--- src/rtl/seq2b_autoplayer.sv ---
// Automatic player for the seq2b8lv memory game: records the symbols shown on
// the light bus, then replays them on the button bus once per round.
module seq2b_autoplayer #(
    parameter int unsigned MAX_LEN = 8,
    parameter int unsigned GAP_END = 4,
    parameter int unsigned PRESS   = 2,
    parameter int unsigned RELEASE = 2
) (
    input  logic       clk,
    input  logic       reset,
    input  logic       en,
    input  logic       inject_err,
    input  logic [3:0] l,
    input  logic       win,
    input  logic       lose,
    output logic [3:0] b,
    output logic       busy,
    output logic [3:0] len,
    output logic [3:0] rounds,
    output logic       ovf,
    output logic       bad_l
);

    localparam int unsigned IW = (MAX_LEN > 1) ? $clog2(MAX_LEN) : 1;

    typedef enum logic [2:0] {
        ST_IDLE,
        ST_LISTEN,
        ST_PRESS,
        ST_GAP,
        ST_HALT
    } state_t;

    state_t      state_q, state_d;
    logic [3:0]  l_prev_q, l_prev_d;
    logic [1:0]  sym_buf_q [MAX_LEN];
    logic [1:0]  sym_buf_d [MAX_LEN];
    logic [3:0]  len_q, len_d;
    logic [3:0]  rd_q, rd_d;
    logic [7:0]  zero_cnt_q, zero_cnt_d;
    logic [7:0]  cnt_q, cnt_d;
    logic        err_q, err_d;
    logic [3:0]  rounds_q, rounds_d;
    logic        ovf_q, ovf_d;
    logic        bad_l_q, bad_l_d;
    logic [3:0]  b_q, b_d;
    logic        busy_q, busy_d;
    logic        l_onehot;
    logic [1:0]  l_sym;
    logic [1:0]  rd_sym;

    function automatic logic [3:0] onehot(input logic [1:0] s);
        return 4'b0001 << s;
    endfunction

    always_comb begin
        l_onehot = 1'b1;
        l_sym    = 2'd0;
        case (l)
            4'b0001: l_sym = 2'd0;
            4'b0010: l_sym = 2'd1;
            4'b0100: l_sym = 2'd2;
            4'b1000: l_sym = 2'd3;
            default: l_onehot = 1'b0;
        endcase
    end

    // The last symbol of an error-injected replay is inverted.
    always_comb begin
        rd_sym = sym_buf_q[rd_q[IW-1:0]];
        if (err_q && (rd_q == len_q - 4'd1)) begin
            rd_sym = rd_sym ^ 2'b11;
        end
    end

    always_comb begin
        state_d    = state_q;
        l_prev_d   = l;
        sym_buf_d  = sym_buf_q;
        len_d      = len_q;
        rd_d       = rd_q;
        zero_cnt_d = '0;
        cnt_d      = cnt_q;
        err_d      = err_q;
        rounds_d   = rounds_q;
        ovf_d      = ovf_q;
        bad_l_d    = bad_l_q;
        b_d        = '0;

        if (!en) begin
            state_d = ST_IDLE;
            len_d   = '0;
        end else if (win || lose) begin
            state_d = ST_HALT;
        end else begin
            case (state_q)
                ST_IDLE: begin
                    len_d   = '0;
                    state_d = ST_LISTEN;
                end
                ST_LISTEN: begin
                    if (l == 4'b0000) begin
                        zero_cnt_d = zero_cnt_q;
                        if (len_q != 4'd0) begin
                            if (zero_cnt_q == 8'(GAP_END - 1)) begin
                                state_d    = ST_PRESS;
                                rd_d       = '0;
                                cnt_d      = '0;
                                err_d      = inject_err;
                                zero_cnt_d = '0;
                            end else begin
                                zero_cnt_d = zero_cnt_q + 8'd1;
                            end
                        end
                    end else if (!l_onehot) begin
                        bad_l_d = 1'b1;
                    end else if (l != l_prev_q) begin
                        if (len_q < 4'(MAX_LEN)) begin
                            sym_buf_d[len_q[IW-1:0]] = l_sym;
                            len_d = len_q + 4'd1;
                        end else begin
                            ovf_d = 1'b1;
                        end
                    end
                end
                ST_PRESS: begin
                    b_d = onehot(rd_sym);
                    if (cnt_q == 8'(PRESS - 1)) begin
                        cnt_d   = '0;
                        state_d = ST_GAP;
                    end else begin
                        cnt_d = cnt_q + 8'd1;
                    end
                end
                ST_GAP: begin
                    if (cnt_q == 8'(RELEASE - 1)) begin
                        cnt_d = '0;
                        if (rd_q + 4'd1 == len_q) begin
                            if (rounds_q != 4'hF) begin
                                rounds_d = rounds_q + 4'd1;
                            end
                            len_d   = '0;
                            state_d = ST_LISTEN;
                        end else begin
                            rd_d    = rd_q + 4'd1;
                            state_d = ST_PRESS;
                        end
                    end else begin
                        cnt_d = cnt_q + 8'd1;
                    end
                end
                default: state_d = ST_HALT;
            endcase
        end

        busy_d = (state_d == ST_LISTEN) || (state_d == ST_PRESS) || (state_d == ST_GAP);
    end

    always_ff @(posedge clk) begin
        sym_buf_q <= sym_buf_d;
    end

    always_ff @(posedge clk or negedge reset) begin
        if (!reset) begin
            state_q    <= ST_IDLE;
            l_prev_q   <= '0;
            len_q      <= '0;
            rd_q       <= '0;
            zero_cnt_q <= '0;
            cnt_q      <= '0;
            err_q      <= 1'b0;
            rounds_q   <= '0;
            ovf_q      <= 1'b0;
            bad_l_q    <= 1'b0;
            b_q        <= '0;
            busy_q     <= 1'b0;
        end else begin
            state_q    <= state_d;
            l_prev_q   <= l_prev_d;
            len_q      <= len_d;
            rd_q       <= rd_d;
            zero_cnt_q <= zero_cnt_d;
            cnt_q      <= cnt_d;
            err_q      <= err_d;
            rounds_q   <= rounds_d;
            ovf_q      <= ovf_d;
            bad_l_q    <= bad_l_d;
            b_q        <= b_d;
            busy_q     <= busy_d;
        end
    end

    assign b      = b_q;
    assign busy   = busy_q;
    assign len    = len_q;
    assign rounds = rounds_q;
    assign ovf    = ovf_q;
    assign bad_l  = bad_l_q;

endmodule

--- config.mk ---
export PLATFORM = sky130hd
export DESIGN_NAME = seq2b_autoplayer
export DESIGN_NICKNAME = d
export VERILOG_FILES = /design/src/rtl/seq2b_autoplayer.sv
export SDC_FILE = /design/constraint.sdc
export NUM_CORES = 1
export LEC_CHECK = 0
export BUFFER_PORTS_ARGS = -buffer_cell sky130_fd_sc_hd__clkbuf_2
export CAP_MARGIN = 20
export CORE_MARGIN = 2
export CORE_UTILIZATION = 60
export CTS_CLUSTER_DIAMETER = 50
export DETAILED_ROUTE_END_ITERATION = 6
export PLACE_DENSITY = 0.8
export SETUP_SLACK_MARGIN = 0.15
export SLEW_MARGIN = 30
export SYNTH_ARGS = -nofsm -noshare
export SYNTH_HDL_FRONTEND = slang
export SYNTH_SLANG_ARGS = --single-unit
--- constraint.sdc ---
create_clock -name clk -period 2.71 [get_ports clk]
set_input_delay 0.4065 -clock clk [delete_from_list [all_inputs] [get_ports clk]]
set_output_delay 0.4065 -clock clk [all_outputs]
set_load 0.05 [all_outputs]
# Yosys cells after proc, flatten, opt, wreduce, memory -nomap -nowiden

Cells that the tools add are included.

Bits in registers: 59

Multiplexer cells: 47
Reduce and logical (&&, ||, !) cells: 20
Bitwise logic cells: 7
Equal/unequal tests: 30
Magnitude comparators: 4
Add/sub/neg operators: 6
Shifts and indexed selects: 1

Operators with widths:

| kind                                                                  | number |
|---|---|
| 8-bit two-way mux                                                     | 10 |
| 4-bit two-way mux                                                     | 16 |
| 3-bit two-way mux                                                     | 7 |
| 3-bit != test, second input constant                                  | 6 |
| 6-bit AND reduction                                                   | 3 |
| 8-bit by 1-bit adder with 8-bit output, second input constant         | 2 |
| 16-bit bitwise mux                                                    | 1 |
| 8-bit case mux with 2 select lines                                    | 1 |
| 8-bit AND reduction                                                   | 2 |
| 7-bit AND reduction                                                   | 2 |
| 4-bit by 1-bit adder with 4-bit output, second input constant         | 3 |
| 3-bit by 2-bit equality test with 1-bit output, second input constant | 4 |
| 2-bit != test, second input constant                                  | 6 |
| 3-bit case mux with 4 select lines                                    | 1 |
| 4-bit case mux with 3 select lines                                    | 1 |
| 2-bit two-way mux                                                     | 5 |
| 4-bit equality test                                                   | 2 |
| 8-bit by 1-bit equality test with 1-bit output, second input constant | 1 |
| 8-bit by 2-bit equality test with 1-bit output, second input constant | 1 |
| 4-bit >= comparator, second input constant                            | 2 |
| 3-bit NOT with 4-bit output                                           | 2 |
| 4-bit case mux with 2 select lines                                    | 1 |
| 2-bit binary-select mux with 3-bit select                             | 1 |
| 2-bit demux with 3-bit select                                         | 1 |
| other kinds (26)                                                      | 34 |

# Longest topological paths before layout

Depth in word-level cells: 10
Depth in mapped cells: 8

# Worst setup path before layout

Ideal clock, no wire load.

Kind: reg2reg
Start point: reg len_q[1], in the netlist len[1]
End point: reg rd_q[0]
Path buffers: 1
Data arrival time: 2.357 ns
Cell stages (with the launch flop): 9
Path slack: 0.225 ns
Library setup time: 0.127 ns
Required time: 2.583 ns
Path through: dfrtp_1 > clkbuf_1 > inv_1 > ha_1 > or3b_2 > nand2_1 > a221oi_1 > o21a_2 > mux2_1

Longest elaborated chain between the ends: 3
Elaborated cells between the ends (all ways): 5

RTL lines:

| item                                                      | line     | source |
|---|---|---|
| start, declared                                           | 38       | `logic [3:0] len_q, len_d;` |
| start signal, assigned                                    | 180      | `len_q <= len_d;` |
| 4-bit equality test or 4-bit nonzero test (tied branches) | 138, 104 |  |
| 2-bit != test (no source line)                            | n/a      |  |
| 8-bit AND reduction (no source line) (*)                  | n/a      |  |
| end signal, assigned                                      | 181      | `rd_q <= rd_d;` |
| end, declared                                             | 39       | `logic [3:0] rd_q, rd_d;` |

Mark *: on every way between the ends. The rest lies on a longest branch, timed or not.
A chain may end at the register's enable or synchronous reset.

# Worst setup path after layout

Start point: reg state_q[0]
End point: reg sym_buf_q[15] in the netlist's numbering, enable pin

Longest elaborated chain between the ends: 2

RTL lines:

| item                                           | line | source |
|---|---|---|
| start, declared                                | 34   | `state_t state_q, state_d;` |
| start signal, assigned                         | 178  | `state_q <= state_d;` |
| 3-bit by 1-bit equality test with 1-bit output | 96   | `case (state_q)` |
| 7-bit AND reduction (no source line)           | n/a  |  |
| end signal, assigned                           | 160  | `sym_buf_q <= sym_buf_d;` |
| end, declared                                  | 36   | `logic [1:0] sym_buf_q [MAX_LEN];` |

Every way passes these cells.

==> results.sh <==
export IMPL_clockPowerShare_pct=42.7
export IMPL_dieWidth_microns=76.8
export IMPL_yosysMostFrequentCell="dfrtp_1"
export IMPL_ctsHoldBuffers=0
export IMPL_grt_max_degree=44
export IMPL_holdWs_ns=0.127
export IMPL_wl_mm=6.15
export IMPL_cp_start_kind="flip-flop"
export IMPL_slowest_stage="dfrtp_1"
export IMPL_switching_share_pct=22.7
export IMPL_synth_cell_area_sq_um=3180
export IMPL_h_tree_depth=3
export IMPL_clk_pin_slew_ns=0.07
export IMPL_num_rows=26
export IMPL_dieArea_sq_um=5900
export IMPL_max_vdd_ir_drop_v=0.000361
export IMPL_crit_family="simple AND/OR/NAND/NOR gates"
export IMPL_fmax_mhz=425
export IMPL_cp_max_fo=10
export IMPL_nFillCells=406
export IMPL_cts_max_path_buffers=2
export IMPL_power_density_nw_per_um2=492
export IMPL_synth_fp_nets=305
export IMPL_grt_pass1_vias=2177
export IMPL_cpPeakStageDelay_ns=0.52
export IMPL_clock_skew_ns=0.0112
export IMPL_tns_ns=0
export IMPL_cts_tree="built"
export IMPL_postSynthAreaPerCell_sq_um=11.1
export IMPL_synthToLayoutAreaGrowth_pct=12.2
export IMPL_grt_pass1_wl_mm=10.5
export IMPL_finalHoldViolations=0
export IMPL_synth_distinct_cells=66
export IMPL_synth_top_cell_area_share_pct=33.8
export IMPL_setup_viol=0
export IMPL_fp_coreArea_sq_um=5110
export IMPL_cts_made_buffers=9
export IMPL_die_h_microns=76.8
export IMPL_overflow=0
export IMPL_cp_end_kind="flip-flop"
export IMPL_dr_pass1_iters=4
export IMPL_synthTopCellsByArea="dfrtp_1 (34%), edfxtp_1 (15%), xnor2_1 (3.3%)"
export IMPL_ys_flop_type="dfrtp_1"
export IMPL_yosysWarningCount=0
export IMPL_p_seq_share_pct=52.7
export IMPL_cts_root_buf="clkbuf_8"
export IMPL_crit_cells=5
export IMPL_cts_sinks=59
export IMPL_port_buffers=24
export IMPL_fin_crit_ns=2.35
export IMPL_cell_internal_pwr_mw=1.36
export IMPL_rsz0062_at_grt="false"
export IMPL_cp_num_buf_inv=0
export IMPL_path_cells="nor3b_2, and3_1, nor4b_4, nand2_2, nor3_1"
export IMPL_slew_headroom_pct=62.1
export IMPL_worst_slew_pin_slew_ns=0.565
export IMPL_synth_edf_count=16
export IMPL_combPwrFrac_pct=4.5
export IMPL_yosysTopAreaCell="dfrtp_1"
export IMPL_synth_common_cells="dfrtp_1 (43), nand2_1 (21), nor2_1 (21), edfxtp_1 (16), o21ai_0 (15)"
export IMPL_syn_inst=288
export IMPL_postSynth_asyncResetShare_pct=72.9
export IMPL_p_leak_nw=1.50
export IMPL_antenna_cells=0
export IMPL_vias=2311
export IMPL_antenna_found_initial=0
export IMPL_grt_usage_pct=22.7
export IMPL_p_switching_uw=400
export IMPL_crit_type="reg2reg"
export IMPL_worstPathArrival_ns=2.37
export IMPL_gp_congestion=0.828
export IMPL_clk_latency_ns=0.34
export IMPL_drv_cap=0
export IMPL_outcome="finished, final reports clean"
export IMPL_ant_nets=0
export IMPL_avgRoutedWirePerCell_microns=15.7
export IMPL_start_util_pct=62.3
export IMPL_maxSlewViolCount=0
export IMPL_drc=0
export IMPL_ys_ff_latch=59
export IMPL_nets=335
export IMPL_period_share_pct=86.8
export IMPL_hold_class="in2async"
export IMPL_via_per_inst=5.88
export IMPL_drtIter0Drc=129
export IMPL_dp_hpwl_mm=4.35
export IMPL_ios=25
export IMPL_crit_required_ns=2.73
export IMPL_final_util_pct=69.9
export IMPL_r2r_cells=5
export IMPL_synth_yosys_seq_area_share_pct=48.9
export IMPL_layout_drive_gt1_share_pct=22.9
[layout make-up]
type / count / area [sq um] / area share, %
clock buffers: 9 / 124 / 3.47
clock inverters: 7 / 58.8 / 1.65
inverters: 6 / 22.5 / 0.630
multi-input cells: 211 / 1550 / 43.4
flip-flops and latches: 59 / 1560 / 43.6
well taps: 70 / 87.6 / 2.45
repair buffers: 31 / 173 / 4.83
[per-stage QoR]
| step | area [sq um] | cells | setup slack, ns | power, mW |
|---|---|---|---|---|
| after floorplan | 3180 | 288 | 0.225 | 0.987 |
| after global placement | 3380 | 377 | 0.407 | 1.02 |
| after detailed placement | 3380 | 377 | 0.301 | 1.02 |
| after CTS | 3560 | 393 | 0.383 | 1.76 |
| after global routing | 3570 | 393 | 0.173 | 1.82 |
| final | 3570 | 393 | 0.357 | 1.76 |
[per-layer routing]
metal  global-route usage, %  wire, microns  up-vias
met2                    35.2           2890       54
met4                    7.09             56        0
met3                    6.59            269        6
li1                        -              -     1133
met1                    31.2           2930     1118
met5                       0              0        -
[power groups by stage]
stage | registers, mW | clock network [mW] | logic [mW]
after floorplan | 0.952 | 0 | 0.0346
after global placement | 0.944 | 0 | 0.0776
after detailed placement | 0.944 | 0 | 0.0797
after CTS | 0.927 | 0.755 | 0.0798
after global routing | 0.927 | 0.801 | 0.0881
final | 0.927 | 0.752 | 0.0795
[worst paths after layout]
path	from	end	slack [ns]
worst max-delay path	state_q[0]	sym_buf_q[15]	0.36
worst min-delay path	reset	cnt_q[3]	0.13
worst max register to register	state_q[0]	sym_buf_q[15]	0.36
worst min register to register	bad_l	bad_l	0.47
max in group asynchronous	reset	rd_q[3]	2.20
min in group clk	l[1]	l_prev_q[1]	0.27
[sequential cells by signal (all words and copies together) (netlist names), 3 cells and up]
name	count
sym_buf_q	16
cnt_q	8
zero_cnt_q	8
b	4
l_prev_q	4
len	4
rd_q	4
rounds	4
state_q	3
[placed cells by master (no fill, tap or decap), types with 6 or more instances in the layout]
cell type and n:
nand3_1 11, xor2_1 10, ha_1 7, nor2_1 21, o21ai_0 15, xnor2_1 12
inv_1 6, buf_4 7, clkbuf_8 9, and3_1 6, nand2_1 21, clkbuf_2 24
o31ai_1 11, dfrtp_1 43, nor3_1 12, edfxtp_1 16
[kinds of logic after synthesis]
group	after synthesis	share of synthesized area [%]
fa+ha+maj	7	2.75
mux	10	4.83
flops	59	48.9
compound gates	58	13.2
buf+inv	18	2.75
simple gates	113	20.8
xor+xnor	23	6.76
[timing repair]
item	4_1_cts	5_1_grt
resized for setup	0	1
buffers inserted	0	0
setup endpoints to repair	0	1
hold endpoints to repair	0	0
(Power assumes the default switching activity.)
